File: config.mk
export PLATFORM = sky130hd
export DESIGN_NAME = mult32_seq
export DESIGN_NICKNAME = d
export VERILOG_FILES = /design/src/rtl/mult32_seq.sv
export SDC_FILE = /design/constraint.sdc
export NUM_CORES = 1
export LEC_CHECK = 0
export CORE_MARGIN = 2
export CORE_UTILIZATION = 25
export DETAILED_ROUTE_END_ITERATION = 8
export HOLD_SLACK_MARGIN = 0.08
export REMOVE_ABC_BUFFERS = 1
export SETUP_SLACK_MARGIN = 0.3
export SYNTH_ARGS = -nofsm -noshare
export SYNTH_HDL_FRONTEND = slang
export SYNTH_SLANG_ARGS = --single-unit
File: constraint.sdc
create_clock -name CLK -period 3.2 [get_ports CLK]
set_clock_uncertainty 0.15 [all_clocks]
set_input_delay 0.48 -clock CLK [delete_from_list [all_inputs] [get_ports CLK]]
set_output_delay 0.48 -clock CLK [all_outputs]
set_load 0.05 [all_outputs]
File: src/rtl/mult32_seq.sv
// Sequential 32x32 shift-add multiplier for MIPS mult/multu.
// Fixed 34-cycle latency under a START/BUSY/DONE handshake.
module mult32_seq (
  input  logic        CLK,
  input  logic        RST,
  input  logic        START,
  input  logic        SIGNED,
  input  logic [31:0] A,
  input  logic [31:0] B,
  output logic [31:0] HI,
  output logic [31:0] LO,
  output logic        BUSY,
  output logic        DONE
);

  typedef enum logic [1:0] {IDLE, RUN, FIN} state_t;

  state_t      state_q, state_d;
  logic [32:0] acc_q, acc_d;
  logic [31:0] mcand_q, mcand_d;
  logic [31:0] mplier_q, mplier_d;
  logic [4:0]  count_q, count_d;
  logic        neg_q, neg_d;
  logic [31:0] hi_q, hi_d;
  logic [31:0] lo_q, lo_d;
  logic        busy_q, busy_d;
  logic        done_q, done_d;
  logic [32:0] sum;
  logic [63:0] prod;

  always_comb begin
    state_d  = state_q;
    acc_d    = acc_q;
    mcand_d  = mcand_q;
    mplier_d = mplier_q;
    count_d  = count_q;
    neg_d    = neg_q;
    hi_d     = hi_q;
    lo_d     = lo_q;
    done_d   = 1'b0;
    sum      = acc_q;
    prod     = {acc_q[31:0], mplier_q};

    case (state_q)
      IDLE: begin
        if (START) begin
          // Signed operands are reduced to magnitudes; the sign is reapplied at FIN.
          mcand_d  = (SIGNED && A[31]) ? (~A + 32'd1) : A;
          mplier_d = (SIGNED && B[31]) ? (~B + 32'd1) : B;
          neg_d    = SIGNED & (A[31] ^ B[31]);
          acc_d    = '0;
          count_d  = '0;
          state_d  = RUN;
        end
      end
      RUN: begin
        if (mplier_q[0]) begin
          sum = {1'b0, acc_q[31:0]} + {1'b0, mcand_q};
        end
        acc_d    = {1'b0, sum[32:1]};
        mplier_d = {sum[0], mplier_q[31:1]};
        count_d  = count_q + 5'd1;
        if (count_q == 5'd31) begin
          state_d = FIN;
        end
      end
      FIN: begin
        {hi_d, lo_d} = neg_q ? (~prod + 64'd1) : prod;
        done_d       = 1'b1;
        state_d      = IDLE;
      end
      default: state_d = IDLE;
    endcase

    busy_d = (state_d != IDLE);
  end

  always_ff @(posedge CLK) begin
    if (RST) begin
      state_q  <= IDLE;
      acc_q    <= '0;
      mcand_q  <= '0;
      mplier_q <= '0;
      count_q  <= '0;
      neg_q    <= 1'b0;
      hi_q     <= '0;
      lo_q     <= '0;
      busy_q   <= 1'b0;
      done_q   <= 1'b0;
    end else begin
      state_q  <= state_d;
      acc_q    <= acc_d;
      mcand_q  <= mcand_d;
      mplier_q <= mplier_d;
      count_q  <= count_d;
      neg_q    <= neg_d;
      hi_q     <= hi_d;
      lo_q     <= lo_d;
      busy_q   <= busy_d;
      done_q   <= done_d;
    end
  end

  assign HI   = hi_q;
  assign LO   = lo_q;
  assign BUSY = busy_q;
  assign DONE = done_q;

endmodule
-- Word-level counts from Yosys, hierarchy flattened
Index checks and enable logic that the tools add are counted.
- add/subtract/negate cells: 5
- multiply operators: 0
- divide/modulo/power cells: 0
- magnitude comparators: 0
- eq/ne operators: 4
- shift-type cells: 0
- mux-type cells: 14
- bitwise logic cells: 5
- reductions and logical operators: 7
- operators by type and width (kind ; count):
    2-to-1 mux 32 bit ; 3
    2-to-1 mux 33 bit ; 2
    one-hot mux 33 bit (2 select lines) ; 1
    adder 32 x 1 -> 32 bit, second input constant ; 2
    adder 64 x 1 -> 64 bit, second input constant ; 1
    2-to-1 mux 64 bit ; 1
    NOT 32 bit ; 2
    NOT 64 bit ; 1
    one-hot mux 32 bit (2 select lines) ; 1
    adder 32 x 32 -> 33 bit ; 1
    one-hot mux 5 bit (2 select lines) ; 1
    adder 5 x 1 -> 5 bit, second input constant ; 1
    equality test 5 bit, second input constant ; 1
    2-to-1 mux 5 bit ; 1
    2-to-1 mux 2 bit ; 2
    one-hot mux 2 bit (2 select lines) ; 1
    AND reduction 2 bit ; 2
    nonzero test 2 bit ; 2
    equality test 2 x 1 -> 1 bit, second input constant ; 1
    equality test 2 bit, second input constant ; 1
    logical AND 1 bit ; 2
    zero test 2 bit ; 1
    != test 2 bit, second input constant ; 1
    bitwise AND 1 bit ; 1
    other kinds (2) ; 2
- register bits: 171
- latch bits: 0
- RAM bits: 0
- memory bits (read-only): 0
- bits of input ports: 68
- output and inout bits: 66
- word-level logic and storage cells: 45
- memories: 0

-- Depth between registers and ports, before layout
- depth after elaboration: 5
- gate-level depth with buffers: 10
- depth with buffers taken out: 10

-- Worst setup path after synthesis
OpenSTA, ideal clock, no wires.
- kind: reg2reg
- from: register acc_q[0]
- to: register acc_q[27]
- setup time: 0.134 ns
- arrival time: 2.656 ns
- required time: 2.916 ns
- path slack: 0.260 ns
- cell stages (with the launch flop): 11
- buffers on the path: 0
- period minus slack after synthesis: 2.940 ns
- cell sequence: dfxtp_1 -> ha_1 -> inv_1 -> fa_1 -> nor2b_1 -> o2111ai_1 -> a311oi_1 -> a41oi_1 -> o311ai_0 -> xnor2_1 -> o22ai_1
- longest elaborated chain between the ends: 3
- RTL lines (what ; line ; text):
    start: declaration ; 19 ; logic [32:0] acc_q, acc_d;
    start signal: assignment ; 81 ; acc_q <= '0;
    start signal: assignment ; 92 ; acc_q <= acc_d;
    adder 32 x 32 -> 33 bit ; 58 ; sum = {1'b0, acc_q[31:0]} + {1'b0, mcand_q};
    2-to-1 mux 33 bit ; 57 ; if (mplier_q[0]) begin
    one-hot mux 33 bit (2 select lines) ; 44 ; case (state_q)
No other way between the ends.
A chain may end at the register's enable or synchronous reset.

-- Worst setup path in the final report
- from: input B[0]
- to: register mplier_q[29]
- longest elaborated chain between the ends: 5
- RTL lines (what ; line ; text):
    start: declaration ; 9 ; input logic [31:0] B,
    NOT 32 bit ; 49 ; mplier_d = (SIGNED && B[31]) ? (~B + 32'd1) : B;
    adder 32 x 1 -> 32 bit ; 49 ;
    2-to-1 mux 32 bit ; 49 ;
    2-to-1 mux 32 bit ; 46 ; if (START) begin
    one-hot mux 32 bit (2 select lines) ; 44 ;
    end signal: assignment ; 94 ; mplier_q <= mplier_d;
    end: declaration ; 21 ; logic [31:0] mplier_q, mplier_d;
No other way between the ends. The select of a mux whose other input is x is not followed.

==> impl_metrics.env <==
export IMPL_ys_types=69
export IMPL_root_buffer="clkbuf_16"
export IMPL_highest_layer="met4"
export IMPL_fmax_ghz=0.354
export IMPL_synth_xor_area_share=0.112
export IMPL_grt_pass1_wl_um=53600
export IMPL_crit_path_start_kind="primary input"
export IMPL_grt_pass1_vias=9649
export IMPL_crit_slowest_cell="or4_4"
export IMPL_yosys_area_top_type="dfxtp_1"
export IMPL_dieArea_sq_um=43600
export IMPL_setup_violations=0
export IMPL_area_delta_synth_final_pct=31.7
export IMPL_die_h_um=209
export IMPL_start_util=0.252
export IMPL_slew_violations=0
export IMPL_yosys_area_share_simple=0.192
export IMPL_dp_hpwl_um=26600
export IMPL_arrival_ns=2.99
export IMPL_io_buffers=133
export IMPL_grt_ovfl_total=0
export IMPL_netlist_top_cells_area="dfxtp_1 32%, xor2_1 6.9%, nor2_1 5.9%"
export IMPL_synth_compound_area_frac=0.278
export IMPL_wire_per_inst_um=17.2
export IMPL_period_minus_slack_ns=2.83
export IMPL_met3_length_um=1820
export IMPL_synthArstFlopShare=0
export IMPL_synth_area_sq_um=10500
export IMPL_synth_edf_count=0
export IMPL_irDropWorstVdd_uv=262
export IMPL_core_region_area_sq_um=41700
export IMPL_yosysMostFrequentCell="dfxtp_1"
export IMPL_status="finished clean"
export IMPL_hold_viol_final=0
export IMPL_cts_tree="yes"
export IMPL_path_cells="clkdlybuf4s50_1, nor3_2, buf_4, or3b_4, or4_4, buf_6, o31ai_4, xnor2_1, a222oi_1, nor2_1"
export IMPL_antennaDiodeCount=0
export IMPL_detail_route_antenna_nets=0
export IMPL_antenna_found_initial=0
export IMPL_tns_ns=0
export IMPL_syn_inst=1298
export IMPL_ys_seq_area_frac=0.325
export IMPL_dp_cells=1981
export IMPL_ys_ff_latch=170
export IMPL_synth_top_family_by_area="compound AO/OA/AOI/OAI gates"
export IMPL_htree_levels=4
export IMPL_leakage_nw=4.98
export IMPL_clock_path_buffers=2
export IMPL_numCtsBuffers=17
export IMPL_clock_sinks=170
export IMPL_place_congestion=0.859
export IMPL_synthAdderAreaFrac=0.0461
export IMPL_power_density_nw_per_um2=387
export IMPL_rows=75
export IMPL_cp_max_fo=4
export IMPL_drc=0
export IMPL_max_slew_margin_rel=0.285
export IMPL_worst_path_largest_cell_delay_ns=0.54
export IMPL_dr_pass1_iters=9
export IMPL_fin_nets=1571
export IMPL_die_x_um=209
export IMPL_end_kind="flip-flop"
export IMPL_drt_iter0_drc=874
export IMPL_fin_cells=2017
export IMPL_met2_length_um=15500
export IMPL_via_count=10500
export IMPL_dpl_worst_slack_ns=-0.172
export IMPL_finalCritPeriodShare=0.883
export IMPL_ys_top_cells_by_count="170 x dfxtp_1, 165 x nor2_1, 106 x nand2_1, 83 x xor2_1, 77 x clkbuf_1"
export IMPL_cts_hold_buffers_added=0
export IMPL_grt_usage=0.154
export IMPL_crit_type="in -> reg"
export IMPL_post_drt_via_cell_ratio=5.19
export IMPL_drive_above_1_share=0.139
export IMPL_synth_ff_type="dfxtp_1"
export IMPL_synth_area_mux_share=0.00787
export IMPL_ys_warn_count=0
export IMPL_final_setup_worst_slack_ns=0.374
export IMPL_worstMarginPinSlew_ns=1.07
export IMPL_max_cap_viol_count=0
export IMPL_hold_path_class="reg -> reg"
export IMPL_pin_count=134
export IMPL_clk_insertion_delay_late_ns=0.44
export IMPL_drt_wl_total_um=34700
export IMPL_cp_required_ns=3.36
export IMPL_syn_area_per_cell_sq_um=8.08
export IMPL_met1_length_um=16800
export IMPL_clkTransAtPathRegs_ns=0.07
export IMPL_synth_top_area_frac=0.325
export IMPL_grt_setup_unrepaired="yes"
export IMPL_grt_max_degree=60
[stage by stage]
stage	util	power, mW	area [sq um]	hold slack (ns)
6_report	0.331	5.34	13800	0.298
5_1_grt	0.331	5.58	13800	0.318
4_1_cts	0.326	5.35	13600	0.301
3_5_place_dp	0.311	3.31	13000	0.292
3_3_place_gp	0.311	3.30	13000	0.288
2_1_floorplan	-	2.87	10200	0.279
[final cells by class]
cell class | instances | area [sq um]
tap | 539 | 674
timing repair buffer | 236 | 2150
multi-input combinational | 1020 | 6930
clock inverter | 13 | 129
fill | 4377 | 27900
sequential | 170 | 3410
inverter | 20 | 75.1
clock buffer | 19 | 443
[cell families (layout without fill, tap and decap cells)]
logic type,Yosys count,after routing
AOI/OAI and AO/OA,415,415
xor gates and xnor gates,134,134
adders and majority gates,38,38
buffers and inverters,108,288
DFF,170,170
muxes,8,8
and+or+nand+nor,425,425
[worst max-delay path: cells and delay by family]
family / cells / cell delay (ns)
compound gates: 2 / 0.54
xor+xnor: 1 / 0.10
buf+inv: 3 / 0.71
simple gates: 4 / 1.15
[power breakdown]
| part | internal [mW] | total (mW) | leakage (nW) | switching (mW) |
|---|---|---|---|---|
| sequential | 2.19 | 2.28 | 1.39 | 0.0902 |
| combinational | 0.432 | 1.03 | 3.32 | 0.595 |
| clock | 1.05 | 2.04 | 0.273 | 0.990 |
[worst paths after layout]
| check | start | to | slack (ns) | cells past startpoint |
|---|---|---|---|---|
| setup reg to reg | mplier_q[9]$_SDFFE_PP0P_ | LO[29]$_SDFFE_PP0P_ | 0.39 | 7 |
| hold reg to reg | HI[31]$_SDFFE_PP0P_ | HI[31]$_SDFFE_PP0P_ | 0.30 | 2 |
| setup / recovery | B[0] | mplier_q[29]$_SDFFE_PP0P_ | 0.37 | 10 |
| hold / removal | HI[31]$_SDFFE_PP0P_ | HI[31]$_SDFFE_PP0P_ | 0.30 | 2 |
[layer usage]
metal  vias to the layer above  global-route usage
met3                        35              0.0195
met2                       312               0.240
met1                      4941               0.219
met5                         -                   0
li1                       5180                   -
met4                         0              0.0495
[registers in the layout (all words and copies together) (netlist names)]
signal    count
HI           32
LO           32
acc_q        32
mcand_q      32
mplier_q     32
count_q       5
state_q       2
BUSY          1
DONE          1
neg_q         1
[layout by cell type, fill, tap and decap left out, drive strengths merged, types with 20 or more instances in the layout]
cell type,Yosys,layout
a211oi,65,65
a21oi,74,74
a222oi,35,35
a22oi,24,24
buf,11,104
clkdlybuf4s50,0,124
dfxtp,170,170
ha,37,37
inv,19,26
nand2,106,106
nor2,165,165
nor3,28,28
o21ai,77,77
o31ai,36,36
o41ai,20,20
or3,25,25
xnor2,51,51
xor2,83,83
[repair_timing]
action | in CTS | in global routing
resized for setup | 14 | 46
buffers inserted | 0 | 4
hold endpoints to repair | 0 | 0
pin swaps | 1 | 25
setup endpoints to repair | 20 | 38
(Power assumes the default switching activity.)
